**src/rtl/div_mod_sequencer.sv**
```systemverilog
// div_mod_sequencer: multi-cycle unsigned restoring DIV/MOD unit with pipeline stall handshake.
// One quotient bit per cycle; divide-by-zero finishes in a single cycle with a flagged result.
module div_mod_sequencer #(
    parameter int WIDTH = 16
) (
    input  logic             clk,
    input  logic             rst_n,
    input  logic             Start,
    input  logic [2:0]       ALUControl,
    input  logic [WIDTH-1:0] SrcA,
    input  logic [WIDTH-1:0] SrcB,
    output logic             Stall,
    output logic             Busy,
    output logic             Done,
    output logic [WIDTH-1:0] Result,
    output logic             DivZero
);
    localparam int CW = $clog2(WIDTH + 1);

    typedef enum logic [1:0] {IDLE, CALC, DONE} state_t;

    state_t           state_q;
    logic [WIDTH-1:0] rem_q, quo_q, div_q, result_q;
    logic [CW-1:0]    cnt_q;
    logic             mod_q, dz_q;
    logic             valid_start, ge;
    logic [WIDTH:0]   shifted, diff;
    logic [WIDTH-1:0] rem_d, quo_d;

    assign valid_start = Start && (ALUControl == 3'b011 || ALUControl == 3'b100);

    // quo_q doubles as the dividend shift register: its MSB feeds the remainder each step
    assign shifted = {rem_q, quo_q[WIDTH-1]};
    assign diff    = shifted - {1'b0, div_q};
    assign ge      = shifted >= {1'b0, div_q};
    assign rem_d   = ge ? diff[WIDTH-1:0] : shifted[WIDTH-1:0];
    assign quo_d   = {quo_q[WIDTH-2:0], ge};

    assign Stall   = (state_q == IDLE && valid_start) || state_q == CALC;
    assign Busy    = state_q != IDLE;
    assign Done    = state_q == DONE;
    assign Result  = result_q;
    assign DivZero = dz_q;

    always_ff @(posedge clk or negedge rst_n) begin
        if (!rst_n) begin
            state_q  <= IDLE;
            rem_q    <= '0;
            quo_q    <= '0;
            div_q    <= '0;
            result_q <= '0;
            cnt_q    <= '0;
            mod_q    <= 1'b0;
            dz_q     <= 1'b0;
        end else begin
            case (state_q)
                IDLE: if (valid_start) begin
                    div_q <= SrcB;
                    quo_q <= SrcA;
                    rem_q <= '0;
                    mod_q <= ALUControl == 3'b100;
                    if (SrcB == '0) begin
                        result_q <= (ALUControl == 3'b100) ? SrcA : '1;
                        dz_q     <= 1'b1;
                        state_q  <= DONE;
                    end else begin
                        dz_q    <= 1'b0;
                        cnt_q   <= CW'(WIDTH);
                        state_q <= CALC;
                    end
                end
                CALC: begin
                    rem_q <= rem_d;
                    quo_q <= quo_d;
                    cnt_q <= cnt_q - CW'(1);
                    if (cnt_q == CW'(1)) begin
                        result_q <= mod_q ? rem_d : quo_d;
                        state_q  <= DONE;
                    end
                end
                DONE:    state_q <= IDLE;
                default: state_q <= IDLE;
            endcase
        end
    end
endmodule

```
**config.mk**
```make
export PLATFORM = sky130hd
export DESIGN_NAME = div_mod_sequencer
export DESIGN_NICKNAME = d
export VERILOG_FILES = /design/src/rtl/div_mod_sequencer.sv
export SDC_FILE = /design/constraint.sdc
export NUM_CORES = 1
export LEC_CHECK = 0
export CAP_MARGIN = 30
export CORE_MARGIN = 1.5
export CORE_UTILIZATION = 50
export DETAILED_ROUTE_END_ITERATION = 8
export GPL_TIMING_DRIVEN = 1
export MAX_ROUTING_LAYER = met4
export PLACE_DENSITY = 0.85
export SYNTH_ARGS = -nofsm -noshare
export SYNTH_HDL_FRONTEND = slang
export SYNTH_SLANG_ARGS = --single-unit
```
**constraint.sdc**
```tcl
create_clock -name clk -period 2.79 [get_ports clk]
set_clock_uncertainty 0.2 [all_clocks]
set_input_delay 0.4185 -clock clk [delete_from_list [all_inputs] [get_ports clk]]
set_output_delay 0.4185 -clock clk [all_outputs]
set_load 0.03 [all_outputs]
```
==> results of run 1 <==
==> flip-flops by register name (all words and copies together) (netlist names) <==
register  count
rem_q        16
state_q       2
quo_q        16
DivZero       1
div_q        16
cnt_q         5
mod_q         1
Result       16
==> synth_stat cells, types with 4 or more instances <==
library cell	number	area [µm²]
a31oi_1	13	81.3
a211oi_1	4	30.0
or2_2	6	37.5
nand2_1	57	214
ha_1	18	225
nor4_1	5	31.3
nor2_1	36	135
o21ai_1	27	135
a211o_1	4	35.0
a22oi_1	10	75.1
xor2_1	4	35.0
xnor2_1	11	96.3
dfrtp_1	73	1830
or3_1	5	31.3
nand2b_1	7	43.8
a21oi_1	23	115
nor3_1	13	65.1
mux2_2	16	180
o21ai_0	24	120
inv_1	31	116
a221oi_2	6	90.1
mux2i_1	14	140
a21o_1	8	60.1
clkbuf_1	16	60.1
==> metal layers <==
layer | part of all wire [%] | vias up
li1 | - | 1878
met1 | 42 | 1964
met2 | 49 | 160
met3 | 5.4 | 37
met4 | 3.1 | 0
met5 | 0 | -
==> cell type report <==
| type | instances | area, µm² |
|---|---|---|
| clock buffers | 9 | 124 |
| clock inverters | 6 | 83.8 |
| fillers | 639 | 3060 |
| inverters | 33 | 130 |
| multi-input cells | 354 | 2440 |
| flip-flops and latches | 73 | 1830 |
| well taps | 108 | 135 |
| repair buffers | 90 | 838 |
==> worst paths after layout <==
path / endpoint / startpoint / slack (ns)
hold / removal: DivZero$_DFFE_PN0P_ / DivZero$_DFFE_PN0P_ / 0.30
setup reg to reg: Result[6]$_DFFE_PN0P_ / div_q[2]$_DFFE_PN0P_ / 0.03
min in group asynchronous: div_q[13]$_DFFE_PN0P_ / rst_n / 0.39
hold reg to reg: DivZero$_DFFE_PN0P_ / DivZero$_DFFE_PN0P_ / 0.30
setup / recovery: Result[6]$_DFFE_PN0P_ / div_q[2]$_DFFE_PN0P_ / 0.03
max in group asynchronous: quo_q[3]$_DFFE_PN0P_ / rst_n / 1.33
==> through the flow <==
stage | util, % | hold slack [ns] | TNS (ns) | area (µm²)
global placement | 61.0 | 0.255 | 0 | 5270
floorplan | - | -0.0771 | 0 | 4410
finish | 64.6 | 0.298 | 0 | 5580
CTS | 63.7 | 0.294 | -0.109 | 5500
global route | 64.6 | 0.327 | -0.177 | 5580
detailed placement | 61.0 | 0.264 | -0.0863 | 5270
==> where the power goes <==
group	internal, mW	total [mW]	leakage (nW)	switching, mW
Sequential	1.56	2.02	0.882	0.461
Combinational	2.40	5.51	1.44	3.10
Clock	0.495	0.917	0.109	0.421
==> timing repair <==
item,in CTS,in global routing
setup endpoints to repair,6,31
setup buffers,0,0
hold buffers,1,0
gates cloned,0,0
pin swaps,0,1
endpoints found under the hold margin,25,0
gates resized for setup,2,16
==> kinds of logic (layout without fill, tap and decap cells) <==
kind of cell             after synthesis  count (layout)  share of synthesized area [%]
AO/OA/AOI/OAI                        137             137                           20.4
XOR/XNOR                              15              15                           2.98
adder cells (fa/ha/maj)               19              19                           5.56
buffers and inverters                 55             138                           5.47
flip-flops                            73              73                           41.4
multiplexers                          31              31                           7.51
AND/OR/NAND/NOR                      152             152                           16.7
==> worst max-delay path: stages, from the launching register on <==
cell,delay (ns)
dfrtp_1,0.38
inv_1,0.07
ha_1,0.38
nand3_1,0.13
a21oi_1,0.07
or2_1,0.24
a211o_1,0.32
a21o_1,0.22
buf_12,0.16
mux2i_2,0.33
o21ai_1,0.11
==> results.sh, run 1 <==
export IMPL_cts_made_buffers=9
export IMPL_drcViolationCount=0
export IMPL_yosys_warnings=0
export IMPL_hold_violations=0
export IMPL_synthArstFlopShare_pct=100
export IMPL_rsz0062_at_grt="true"
export IMPL_path_max_fanout=12
export IMPL_grt_pass1_wl_mm=19.6
export IMPL_clkTransAtPathRegs_ns=0.08
export IMPL_num_antenna_cells=0
export IMPL_leakage_nw=2.43
export IMPL_dp_hpwl_mm=8.55
export IMPL_ff2ff_path_depth=10
export IMPL_netlist_area_mm2=0.00441
export IMPL_htreeDepth=3
export IMPL_synth_ff_latch_count=73
export IMPL_overflow=0
export IMPL_max_vdd_ir_drop_uv=720
export IMPL_portBuffers=57
export IMPL_cts_path_max_buffers=2
export IMPL_synth_edf_count=0
export IMPL_max_freq_mhz=362
export IMPL_io_pins=58
export IMPL_crit_path_start_kind="flip-flop"
export IMPL_endpoint_kind="flip-flop"
export IMPL_die_area_mm2=0.00940
export IMPL_area_delta_synth_final_pct=26.4
export IMPL_outcome="complete, no violations"
export IMPL_synth_distinct_cells=61
export IMPL_fin_ws_ns=0.0295
export IMPL_final_common_cell="dfrtp_1"
export IMPL_drt_wirelength_per_cell_um=17.8
export IMPL_clock_latency_ns=0.37
export IMPL_clock_sinks=73
export IMPL_num_rows=34
export IMPL_met2_usage_pct=43.4
export IMPL_seq_area_frac_synth_pct=41.4
export IMPL_critPathKind="reg -> reg"
export IMPL_slew_headroom_pct=59.4
export IMPL_ys_flop_type="dfrtp_1"
export IMPL_wl_mm=12.0
export IMPL_grt_pass1_vias=3937
export IMPL_synth_cells=482
export IMPL_worst_pin_slew_ns=0.610
export IMPL_dp_cells=657
export IMPL_synth_nets=539
export IMPL_ant_nets=0
export IMPL_cp_arrival_ns=2.79
export IMPL_fin_nets=618
export IMPL_slew_violations=0
export IMPL_grt_max_degree=49
export IMPL_die_h_um=97.0
export IMPL_powerDensity_mw_per_mm2=1510
export IMPL_drtPass1Iterations=5
export IMPL_max_cap_viol_count=0
export IMPL_routabilityCongestion=1.01
export IMPL_busiest_layer="met2"
export IMPL_initial_core_util_pct=51.1
export IMPL_hold_path_class="reg -> reg"
export IMPL_syn_avg_cell_area_um2=9.16
export IMPL_finalCriticalPeriod_ns=2.76
export IMPL_met1_usage_pct=33.8
export IMPL_period_share_pct=98.9
export IMPL_via_per_inst=6.00
export IMPL_vias=4039
export IMPL_required_ns=2.82
export IMPL_final_cell_mix="dfrtp_1, nand2_1, clkdlybuf4s50_1, nor2_1"
export IMPL_stdcell_count=673
export IMPL_grtUsageMet3_pct=4.12
export IMPL_grt_util_all_layers_pct=26.7
export IMPL_cts_tree="built"
export IMPL_drt_iter0_markers=249
export IMPL_dpl_worst_slack_ns=-0.0300
export IMPL_die_w_um=97.0
export IMPL_setup_violations=0
export IMPL_power_mw=8.44
export IMPL_root_buffer="clkbuf_8"
export IMPL_core_mm2=0.00864
export IMPL_drive_gt1_share_pct=17.9
export IMPL_min_path_cells=1
export IMPL_antenna_found_initial=0
(Power assumes the default switching activity.)
==> run 2: changes to the inputs <==
Settings changed: SETUP_SLACK_MARGIN from default to 0.02.
==> results.sh, run 2 (same netlist as run 1, synthesis figures left out) <==
export IMPL_outcome="complete, no violations"
export IMPL_setup_violations=0
export IMPL_root_buffer="clkbuf_8"
export IMPL_htreeDepth=3
export IMPL_io_pins=58
export IMPL_grt_max_degree=49
export IMPL_dp_cells=657
export IMPL_clock_latency_ns=0.37
export IMPL_num_antenna_cells=0
export IMPL_cts_path_max_buffers=2
export IMPL_drt_iter0_markers=302
export IMPL_hold_path_class="reg -> reg"
export IMPL_area_delta_synth_final_pct=27.9
export IMPL_period_share_pct=98.4
export IMPL_clkTransAtPathRegs_ns=0.08
export IMPL_die_h_um=97.0
export IMPL_via_per_inst=6.09
export IMPL_routabilityCongestion=1.01
export IMPL_cts_tree="built"
export IMPL_core_mm2=0.00864
export IMPL_slew_headroom_pct=59.8
export IMPL_crit_path_start_kind="flip-flop"
export IMPL_hold_ws_ns=0.297
export IMPL_hold_violations=0
export IMPL_max_freq_mhz=364
export IMPL_fin_nets=620
export IMPL_tns_ns=0
export IMPL_max_cap_viol_count=0
export IMPL_dp_hpwl_mm=8.55
export IMPL_required_ns=2.88
export IMPL_drcViolationCount=0
export IMPL_stdcell_count=675
export IMPL_vias=4108
export IMPL_overflow=0
export IMPL_num_rows=34
export IMPL_final_cell_mix="dfrtp_1, nand2_1, clkdlybuf4s50_1, nor2_1, buf_4"
export IMPL_wl_mm=12.2
export IMPL_grt_pass1_vias=3956
export IMPL_drive_gt1_share_pct=19.2
export IMPL_ant_nets=0
export IMPL_die_area_mm2=0.00940
export IMPL_worst_pin_slew_ns=0.603
export IMPL_clock_sinks=73
export IMPL_endpoint_kind="flip-flop"
export IMPL_grt_pass1_wl_mm=19.7
export IMPL_cts_made_buffers=9
export IMPL_antenna_found_initial=0
export IMPL_rsz0062_at_grt="true"
export IMPL_dpl_worst_slack_ns=-0.0300
export IMPL_critPathKind="reg -> reg"
export IMPL_portBuffers=57
export IMPL_drt_wirelength_per_cell_um=18.1
export IMPL_final_common_cell="dfrtp_1"
export IMPL_initial_core_util_pct=51.1
export IMPL_die_w_um=97.0
export IMPL_grt_util_all_layers_pct=26.8
export IMPL_path_max_fanout=2
export IMPL_fin_ws_ns=0.0434
export IMPL_slew_violations=0
export IMPL_drtPass1Iterations=5
export IMPL_finalCriticalPeriod_ns=2.75
export IMPL_cp_arrival_ns=2.84
export IMPL_fill_cells=621
run 2: cell types whose count changed in the layout (fill, tap and decap cells not counted), sizes merged:
cell / change
buf: +2
run 2: layout make-up:
cell class | instances | area, µm² | area share [%]
Clock buffer | 9 | 124 | 2.19
Clock inverter | 6 | 83.8 | 1.49
Inverter | 33 | 130 | 2.31
Multi-Input combinational cell | 354 | 2490 | 44.1
Sequential cell | 73 | 1830 | 32.4
Tap cell | 108 | 135 | 2.39
Timing Repair Buffer | 92 | 853 | 15.1
run 2: timing repair:
action / 4_1_cts / 5_1_grt
setup endpoints to repair: 11 / 32
pin swaps: 0 / 3
endpoints found under the hold margin: 25 / 0
hold buffers: 1 / 0
setup buffers: 0 / 2
gates resized for setup: 6 / 21
run 2: worst paths after layout:
kind,startpoint,endpoint,slack [ns],cells after the start
max in group asynchronous,rst_n,quo_q[3]$_DFFE_PN0P_,1.33,3
worst min register to register,DivZero$_DFFE_PN0P_,DivZero$_DFFE_PN0P_,0.30,1
worst max-delay path,quo_q[15]$_DFFE_PN0P_,Result[14]$_DFFE_PN0P_,0.04,12
worst max register to register,quo_q[15]$_DFFE_PN0P_,Result[14]$_DFFE_PN0P_,0.04,12
min in group asynchronous,rst_n,div_q[13]$_DFFE_PN0P_,0.39,2
worst min-delay path,DivZero$_DFFE_PN0P_,DivZero$_DFFE_PN0P_,0.30,1
run 2: routing by layer:
layer  GRT usage [%]  part of all wire, %  routed length, µm  vias up
met2            43.4                   50               6070      177
met1            34.0                   41               5010     2011
met4            10.5                  3.1                376        0
li1                -                    -                  -     1880
met5               -                    0                  0        -
met3            4.19                  6.0                736       40
run 2: critical path: stages (launching register included):
cell,delay [ns]
dfrtp_1,0.38
inv_1,0.08
ha_1,0.18
inv_1,0.06
fa_2,0.35
buf_4,0.16
a211oi_4,0.26
o2111ai_2,0.19
a21oi_2,0.23
o21ai_0,0.15
xor2_1,0.20
nand2_1,0.11
a21oi_1,0.12
run 2: stage by stage:
stage,cell area (µm²),util [%]
6_report,5640,65.4
4_1_cts,5520,63.9
3_3_place_gp,5270,61.0
2_1_floorplan,4410,-
3_5_place_dp,5270,61.0
5_1_grt,5640,65.4
Power of run 2 is left out: the tool's default activity adds up to more than one toggle a clock period on the data nets, which glitch-free logic cannot reach.
